<file path="config.mk">
export PLATFORM = sky130hd
export DESIGN_NAME = vz_image_loader
export DESIGN_NICKNAME = d
export VERILOG_FILES = /design/src/rtl/vz_image_loader.sv
export SDC_FILE = /design/constraint.sdc
export NUM_CORES = 1
export LEC_CHECK = 0
export CORE_ASPECT_RATIO = 0.8
export CORE_MARGIN = 4
export CORE_UTILIZATION = 56
export CTS_BUF_LIST = sky130_fd_sc_hd__clkbuf_4
export CTS_CLUSTER_SIZE = 16
export DETAILED_ROUTE_END_ITERATION = 8
export MAX_ROUTING_LAYER = met4
export PLACE_DENSITY = 0.8
export REMOVE_ABC_BUFFERS = 1
export SYNTH_ARGS = -nofsm -noshare
export SYNTH_HDL_FRONTEND = slang
export SYNTH_SLANG_ARGS = --single-unit
</file>
<file path="constraint.sdc">
create_clock -name I_CLK -period 2.5 [get_ports I_CLK]
set_input_delay 0.5 -clock I_CLK [delete_from_list [all_inputs] [get_ports I_CLK]]
set_output_delay 0.5 -clock I_CLK [all_outputs]
set_load 0.005 [all_outputs]
</file>
<file path="src/rtl/vz_image_loader.sv">
// VZ/tape image loader: parses the ioctl header, streams the body into RAM through an
// ack handshake, then patches BASIC pointers or the MCODE start vector.
module vz_image_loader #(
   parameter int          ADDR_W      = 16,
   parameter int          IOCTL_AW    = 24,
   parameter int          HDR_LEN     = 24,
   parameter bit          CHECK_MAGIC = 1'b1,
   parameter logic [7:0]  BASIC_TYPE  = 8'hF0,
   parameter logic [7:0]  MCODE_TYPE  = 8'hF1,
   parameter bit          AUTO_EXEC   = 1'b1
) (
   input  logic                I_CLK,
   input  logic                I_RST,
   input  logic                ioctl_download,
   input  logic                ioctl_wr,
   input  logic [IOCTL_AW-1:0] ioctl_addr,
   input  logic [7:0]          ioctl_data,
   output logic                ioctl_wait,
   output logic [ADDR_W-1:0]   mem_addr,
   output logic [7:0]          mem_data,
   output logic                mem_wr,
   input  logic                mem_ack,
   output logic                busy,
   output logic                done,
   output logic                error,
   output logic [1:0]          err_code,
   output logic [ADDR_W-1:0]   execute_addr,
   output logic                execute_enable,
   output logic                led
);

   localparam logic [IOCTL_AW-1:0] TYPE_OFS = IOCTL_AW'(HDR_LEN - 3);
   localparam logic [IOCTL_AW-1:0] START_LO = IOCTL_AW'(HDR_LEN - 2);
   localparam logic [IOCTL_AW-1:0] START_HI = IOCTL_AW'(HDR_LEN - 1);

   typedef enum logic [3:0] {
      S_IDLE, S_HEADER, S_BODY, S_WAIT_ACK, S_PATCH, S_PATCH_ACK, S_EXEC, S_DONE, S_ERROR
   } state_t;

   state_t              state;
   logic                dl_q;
   logic [7:0]          type_q;
   logic [7:0]          start_lo;
   logic [ADDR_W-1:0]   start;
   logic [ADDR_W-1:0]   cur_addr;
   logic [2:0]          pidx;
   logic                is_mcode;
   logic                type_ok;
   logic [15:0]         s16, e16;
   logic [15:0]         p_addr;
   logic [7:0]          p_data;
   logic                p_last;

   assign is_mcode = (type_q == MCODE_TYPE);
   assign type_ok  = (type_q == MCODE_TYPE) || (type_q == BASIC_TYPE);
   assign s16      = 16'(start);
   assign e16      = 16'(cur_addr);
   assign p_last   = is_mcode ? (pidx == 3'd1) : (pidx == 3'd7);
   assign busy     = !(state inside {S_IDLE, S_DONE, S_ERROR});
   assign led      = busy;

   // cur_addr holds the first free byte after the body, i.e. the BASIC end pointer
   always_comb begin
      p_addr = 16'h0000;
      p_data = 8'h00;
      if (is_mcode) begin
         case (pidx)
            3'd0:    begin p_addr = 16'h788F; p_data = s16[15:8]; end
            default: begin p_addr = 16'h788E; p_data = s16[7:0];  end
         endcase
      end else begin
         case (pidx)
            3'd0:    begin p_addr = 16'h78A5; p_data = s16[15:8]; end
            3'd1:    begin p_addr = 16'h78A4; p_data = s16[7:0];  end
            3'd2:    begin p_addr = 16'h78FA; p_data = e16[15:8]; end
            3'd3:    begin p_addr = 16'h78F9; p_data = e16[7:0];  end
            3'd4:    begin p_addr = 16'h78FC; p_data = e16[15:8]; end
            3'd5:    begin p_addr = 16'h78FB; p_data = e16[7:0];  end
            3'd6:    begin p_addr = 16'h78FE; p_data = e16[15:8]; end
            default: begin p_addr = 16'h78FD; p_data = e16[7:0];  end
         endcase
      end
   end

   always_ff @(posedge I_CLK) begin
      if (I_RST) begin
         state          <= S_IDLE;
         dl_q           <= 1'b0;
         type_q         <= 8'h00;
         start_lo       <= 8'h00;
         start          <= '0;
         cur_addr       <= '0;
         pidx           <= 3'd0;
         ioctl_wait     <= 1'b0;
         mem_addr       <= '0;
         mem_data       <= 8'h00;
         mem_wr         <= 1'b0;
         done           <= 1'b0;
         error          <= 1'b0;
         err_code       <= 2'd0;
         execute_addr   <= '0;
         execute_enable <= 1'b0;
      end else begin
         dl_q           <= ioctl_download;
         execute_enable <= 1'b0;
         case (state)
            S_IDLE, S_DONE, S_ERROR: begin
               if (ioctl_download && !dl_q) begin
                  state    <= S_HEADER;
                  done     <= 1'b0;
                  error    <= 1'b0;
                  err_code <= 2'd0;
                  pidx     <= 3'd0;
               end
            end
            S_HEADER: begin
               if (!ioctl_download) begin
                  state    <= S_ERROR;
                  error    <= 1'b1;
                  err_code <= 2'd3;
               end else if (ioctl_wr) begin
                  if (CHECK_MAGIC && ((ioctl_addr == '0 && ioctl_data != 8'h56) ||
                                      (ioctl_addr == IOCTL_AW'(1) && ioctl_data != 8'h5A))) begin
                     state    <= S_ERROR;
                     error    <= 1'b1;
                     err_code <= 2'd1;
                  end else if (ioctl_addr == TYPE_OFS) begin
                     type_q <= ioctl_data;
                  end else if (ioctl_addr == START_LO) begin
                     start_lo <= ioctl_data;
                  end else if (ioctl_addr == START_HI) begin
                     start    <= ADDR_W'({ioctl_data, start_lo});
                     cur_addr <= ADDR_W'({ioctl_data, start_lo});
                     if (type_ok) begin
                        state <= S_BODY;
                     end else begin
                        state    <= S_ERROR;
                        error    <= 1'b1;
                        err_code <= 2'd2;
                     end
                  end
               end
            end
            S_BODY: begin
               if (ioctl_wr) begin
                  mem_addr   <= cur_addr;
                  mem_data   <= ioctl_data;
                  mem_wr     <= 1'b1;
                  ioctl_wait <= 1'b1;
                  state      <= S_WAIT_ACK;
               end else if (!ioctl_download) begin
                  pidx  <= 3'd0;
                  state <= S_PATCH;
                  if (is_mcode) execute_addr <= start;
               end
            end
            S_WAIT_ACK: begin
               // a download drop seen here is picked up once back in BODY
               if (mem_ack) begin
                  mem_wr     <= 1'b0;
                  ioctl_wait <= 1'b0;
                  if (&cur_addr) begin
                     state    <= S_ERROR;
                     error    <= 1'b1;
                     err_code <= 2'd3;
                  end else begin
                     cur_addr <= cur_addr + 1'b1;
                     state    <= S_BODY;
                  end
               end
            end
            S_PATCH: begin
               mem_addr   <= ADDR_W'(p_addr);
               mem_data   <= p_data;
               mem_wr     <= 1'b1;
               ioctl_wait <= 1'b1;
               state      <= S_PATCH_ACK;
            end
            S_PATCH_ACK: begin
               if (mem_ack) begin
                  mem_wr     <= 1'b0;
                  ioctl_wait <= 1'b0;
                  if (!p_last) begin
                     pidx  <= pidx + 3'd1;
                     state <= S_PATCH;
                  end else if (is_mcode) begin
                     state <= S_EXEC;
                  end else begin
                     done  <= 1'b1;
                     state <= S_DONE;
                  end
               end
            end
            S_EXEC: begin
               execute_enable <= AUTO_EXEC;
               done           <= 1'b1;
               state          <= S_DONE;
            end
            default: state <= S_IDLE;
         endcase
      end
   end

endmodule

</file>
* Yosys cells after proc, flatten, opt, wreduce, memory -nomap -nowiden
Index checks and enable logic that the tools add are counted.
Operators by class: muxes and demuxes 72, divide/modulo/power cells 0, reduce and logical (&&, ||, !) cells 32, multiply operators 0, bitwise logic cells 5, equal/unequal tests 47, $add $sub $neg 2, magnitude comparators 0, shift-type cells 0
Operators with widths (count):
- 16-bit 2-to-1 mux | 10
- 24-bit by 5-bit == test with 1-bit output, second input constant | 3
- 16-bit case mux with 2 select lines | 2
- 4-bit 2-to-1 mux | 13
- 7-bit case mux with 7 select lines | 1
- 2-bit != test, second input constant | 17
- 4-bit case mux with 7 select lines | 1
- 24-bit by 1-bit == test with 1-bit output, second input constant | 1
- 24-bit zero test | 1
- 8-bit 2-to-1 mux | 3
- 8-bit case mux with 3 select lines | 1
- 2-bit 2-to-1 mux | 11
- 1-bit 2-to-1 mux | 19
- 9-bit AND reduction | 2
- 16-bit by 1-bit adder with 16-bit output, second input constant | 1
- 4-bit by 3-bit == test with 1-bit output, second input constant | 4
- 8-bit == test, second input constant | 2
- 4-bit != test, second input constant | 4
- 8-bit by 7-bit != test with 1-bit output, second input constant | 2
- 8-bit case mux with 2 select lines | 1
- 16-bit AND reduction | 1
- 3-bit 2-to-1 mux | 5
- 3-bit nonzero test | 5
- 3-bit == test, second input constant | 4
- other kinds (27) | 44
Word-level totals: bits in latches 0, bits of input ports 37, memories kept 0, bits in writable memories 0, memory bits (read-only) 0, logic and storage cells 173, output and inout bits 49, bits in registers 102

* Logic depth before layout (Yosys ltp)
depth after elaboration 10, gate-level depth with buffers 10, mapped depth without buffers 9

* Worst setup path before layout
No wires, ideal clock.
path type input to register, start in ioctl_addr[18], end reg cur_addr[11], library setup time 70 ps, path slack 400 ps, required time 2430 ps, buffers on the path 1, data arrival time 2030 ps, stages 7, path through or3_1 o41ai_1 and2_2 nand2_1 buf_6 or2_2 a21oi_1
Between the ends: cells in the longest elaborated chain, start to end 5, elaborated cells on any way between the ends 13, classes of those cells 8 x eq/ne; 5 x reduce/logical
Ends and longest elaborated chain:
- start: declaration | line 16 | input logic [IOCTL_AW-1:0] ioctl_addr,
- 24-bit by 1-bit == test with 1-bit output / 24-bit zero test (equally long branches) | line 123, 122
- 1-bit logical AND, on equally long branches | line 123, 122
- 1-bit logical OR | line 122 | if (CHECK_MAGIC && ((ioctl_addr == '0 && ioctl_data != 8'h56) ||
- 2-bit != test (no source line)
- 9-bit AND reduction (no source line) (*)
- end signal: assignment | line 133 | cur_addr <= ADDR_W'({ioctl_data, start_lo});
- end signal: assignment | line 167 | cur_addr <= cur_addr + 1'b1;
- end: declaration | line 45 | logic [ADDR_W-1:0] cur_addr;
Mark *: on every way between the ends. The rest lies on a longest branch, timed or not. A chain may end at the register's enable or synchronous reset.

* Worst setup path after layout
start reg state[3], end out led
Between the ends: cells in the longest elaborated chain, start to end 3, elaborated cells on any way between the ends 5, classes of those cells 2 x eq/ne; 3 x reduce/logical
Ends and longest elaborated chain:
- start: declaration | line 40 | state_t state;
- start signal: assignment | line 87 | state <= S_IDLE;
- start signal: assignment | line 109 | state <= S_HEADER;
- start signal: assignment | line 118 | state <= S_ERROR;
- 4-bit by 3-bit == test with 1-bit output (tied with other cells) | line 59 | assign busy = !(state inside {S_IDLE, S_DONE, S_ERROR});
- 3-bit nonzero test (*) | line 59
- 1-bit zero test (*) | line 59
- end: declaration | line 29 | output logic led
Marks and branches as above.

==> metrics.md <==
| Metric | Value |
|---|---|
| Synth top area cells | dfxtp_1 (37%), mux2i_1 (10%), nand2_1 (7.1%), a21oi_1 (6.4%), nor2_1 (5.8%) |
| Fmax | 423 MHz |
| Sw Pwr | 874 uW |
| Avg Cell Area, Syn | 7.98 um^2 |
| Pint | 2110 uW |
| I/O Pins | 86 |
| Synth Instances | 689 |
| Worst hold endpoint | pidx[0]$_SDFFE_PP0P_ |
| Synthesis-stage register bit count | 102 |
| Status | completed |
| Switching share of power | 0.293 |
| Worst r2r path cells | 10 |
| Asr flop ratio synth | 0 |
| Lkg Pwr | 0.00276 uW |
| Hold_sp | I_RST |
| CP required | 2.00 ns |
| Kind of critical path | flop to output port |
| R2R Setup Slk | 0.29 ns |
| Cells on Worst Hold Path | 2 |
| CP max stage delay | 0.54 ns |
| Crit-path cells | nor2b_4 -> a31oi_4 -> clkdlybuf4s50_1 |
| ANT cells | 0 |
| Sequential-to-total area share from yosys stat | 0.371 |
| DRT iter0 DRCs | 578 |
| Final hold vios | 0 |
| Clock share of power | 0.288 |
| Post-CTS Setup Inserts | 0 |
| Critical Path Start | state[3]$_SDFFE_PP0P_ |
| Comb pwr share | 0.150 |
| Clock Tree Buf Depth | 2 |
| Peak VDD IR | 0.000388 V |
| Clk_skew | 0.0207 ns |
| Cell variety after synth | 63 |
| Total CTS buffers | 9 |
| Global route overflow | 0 |
| Worst Max-Slew Pin Slew | 0.476 ns |
| Sequential share of power | 0.562 |
| Pwr/cell area | 426 mW/mm^2 |
| Vias | 5,766 |
| Number of global-route vias before repair | 5,539 |
| Headroom to the max-slew limit | 0.683 |
| Synth warn | 0 |
| CP arrival | 1.86 ns |
| Post-Place Worst Slack | -0.288 ns |
| Synth Flop Type | dfxtp_1 |
| Worst path slowest cell | clkdlybuf4s50_1 |
| NumNets Final | 846 |
| CTS clock-pin slew for the worst setup and hold paths | 0.18 ns |
| # port buffers | 85 |
| Startpoint types | flop |
| Largest net degree at the start of global routing | 42 |
| Fin crit share | 0.946 |
| R2R Path Start | pidx[0]$_SDFFE_PP0P_ |
| Wire length per cell | 19.3 um |
| Die width | 119 um |
| Hpwl dp | 13.1 mm |
| Setup crit end kind | output port |
| Die area | 0.0115 mm^2 |
| DIE HEIGHT | 96.7 um |
| Vias/cell | 6.22 |
| Post-DRT Antenna Nets | 0 |
| RSZ-0062 raised after global routing | no |
| Core area | 0.00961 mm^2 |
| Total track usage | 0.319 |
| First-pass GRT wire length | 29.0 mm |
| Htree depth | 3 |
| P&R area growth vs syn | 27.4% |
| Final setup fails | 0 |
| DRC viols | 0 |
| Initial antenna violation count | 0 |
| Area after DPL | 0.00687 mm^2 |
| Max-slew violation count | 0 |
| Area share of the largest cell type after synthesis | 0.371 |
| Total Wirelength | 17.9 mm |
| CTS Sinks | 102 |
| Fill count | 765 |
| Placer Congestion | 0.977 |
| EDFF count, synth | 0 |
| Row cnt | 32 |
| Commonest non-fill, non-tap cell in the layout | nand2_1 |
| CTS tree | done |
| CTS root buf | clkbuf_4 |
| Worst Path Max Fanout | 8 |
| Shortest period the worst path allows | 2.36 ns |
| Worst skew pair latency | 0.48 ns |
| Hold crit path type | input port to flop |
| RR Endpoint | mem_data[3]$_SDFFE_PP0P_ |
| Initial Utilization | 0.573 |
| Dominant cell type by area after synthesis | dfxtp_1 |
| Most frequent cells in the layout | nand2_1 (104), dfxtp_1 (99), nor2_1 (85) |
| Setup ws final | 0.135 ns |
| Layout cells sized above 1 | 0.150 |
| First drt pass iteration count | 6 |
| Cell Area, Synth | 0.00550 mm^2 |
| Post-route cell area | 0.00701 mm^2 |
| Max-Cap Viols | 0 |
[worst max-delay path, delay by kind of cell (launching register included)]
family | cells | cell delay (ns)
AOI/OAI and AO/OA | 1 | 0.25
and+or+nand+nor | 1 | 0.10
DFF | 1 | 0.49
buffers and inverters | 1 | 0.54
[cells in the mapped netlist (3+ instances only)]
cell        n
a211oi_1    5
a21oi_1    70
a221oi_1    8
a22o_1     10
a311oi_1   11
a31oi_1     7
and2_1      4
buf_1       3
buf_2      13
buf_4       3
buf_6       4
clkbuf_1   38
dfxtp_1   102
ha_1        6
inv_1       5
mux2i_1    56
nand2_1   104
nand2b_1    7
nand3_1    18
nand3b_1    3
nand4_1     9
nand4b_1    5
nor2_1     85
nor2b_1     6
nor3_1     27
nor3b_1     9
nor4_1      6
nor4_2      3
o21ai_0    10
o22ai_1     4
o31ai_1     5
xor2_1      3
[sequential cells by signal, summed over array words and instances, names as in the netlist]
signal,count
cur_addr,16
dl_q,1
done,1
err_code,2
error,1
execute_addr,16
execute_enable,1
mem_addr,16
mem_data,8
mem_wr,1
pidx,3
s16,16
start_lo,8
state,4
type_q,8
[kinds of logic after synthesis]
kind of cell,synth area share
adders and majority gates,0.0136
and+or+nand+nor,0.268
xor gates and xnor gates,0.00478
buffers and inverters,0.0555
muxes,0.102
DFF,0.371
AOI/OAI and AO/OA,0.185
[layout make-up]
type	instances	area (um^2)	area share
inverters	5	18.8	0.00268
clock buffers	9	67.6	0.00964
flip-flops and latches	102	2050	0.292
repair buffers	164	1500	0.214
well taps	119	149	0.0212
multi-input cells	521	3160	0.451
clock inverters	7	63.8	0.00910
[power by group through the flow]
stage	combinational [uW]	clock (uW)	sequential, uW
after floorplan	185	0	1700
after global placement	422	0	1710
after detailed placement	436	0	1710
after CTS	440	872	1670
after global routing	482	944	1680
final	448	860	1680
[stage by stage]
| step | setup TNS (ns) | hold slack, ns | utilization | cells | total power (uW) |
|---|---|---|---|---|---|
| CTS | 0 | 0.425 | 0.729 | 927 | 2990 |
| finish | 0 | 0.448 | 0.730 | 927 | 2990 |
| detailed placement | -6.29 | 0.445 | 0.714 | 911 | 2140 |
| global route | 0 | 0.447 | 0.730 | 927 | 3110 |
| floorplan | -0.204 | 0.442 | - | 628 | 1890 |
| global placement | -3.80 | 0.439 | 0.714 | 911 | 2130 |
[worst max path at each step]
stage / endpoint / depth (start not counted) / slack [ns]
floorplan: pidx[0]$_SDFFE_PP0P_ / 7 / -0.10
global placement: cur_addr[8]$_SDFFE_PP0P_ / 10 / -0.28
detailed placement: cur_addr[8]$_SDFFE_PP0P_ / 10 / -0.29
CTS: led / 3 / 0.07
global route: cur_addr[3]$_SDFFE_PP0P_ / 10 / 0.04
finish: led / 3 / 0.14
[per-layer routing]
| layer | share of wire | up-vias | global-route usage |
|---|---|---|---|
| met1 | 0.43 | 2697 | 0.422 |
| li1 | - | 2688 | - |
| met4 | 0.025 | 0 | 0.104 |
| met5 | 0 | - | - |
| met3 | 0.088 | 48 | 0.0637 |
| met2 | 0.45 | 333 | 0.493 |
[repair_timing]
action,CTS,global route
hold endpoints to repair,0,0
hold buffers,0,0
resized for setup,3,2
setup endpoints to repair,2,2
(Power assumes the default switching activity.)
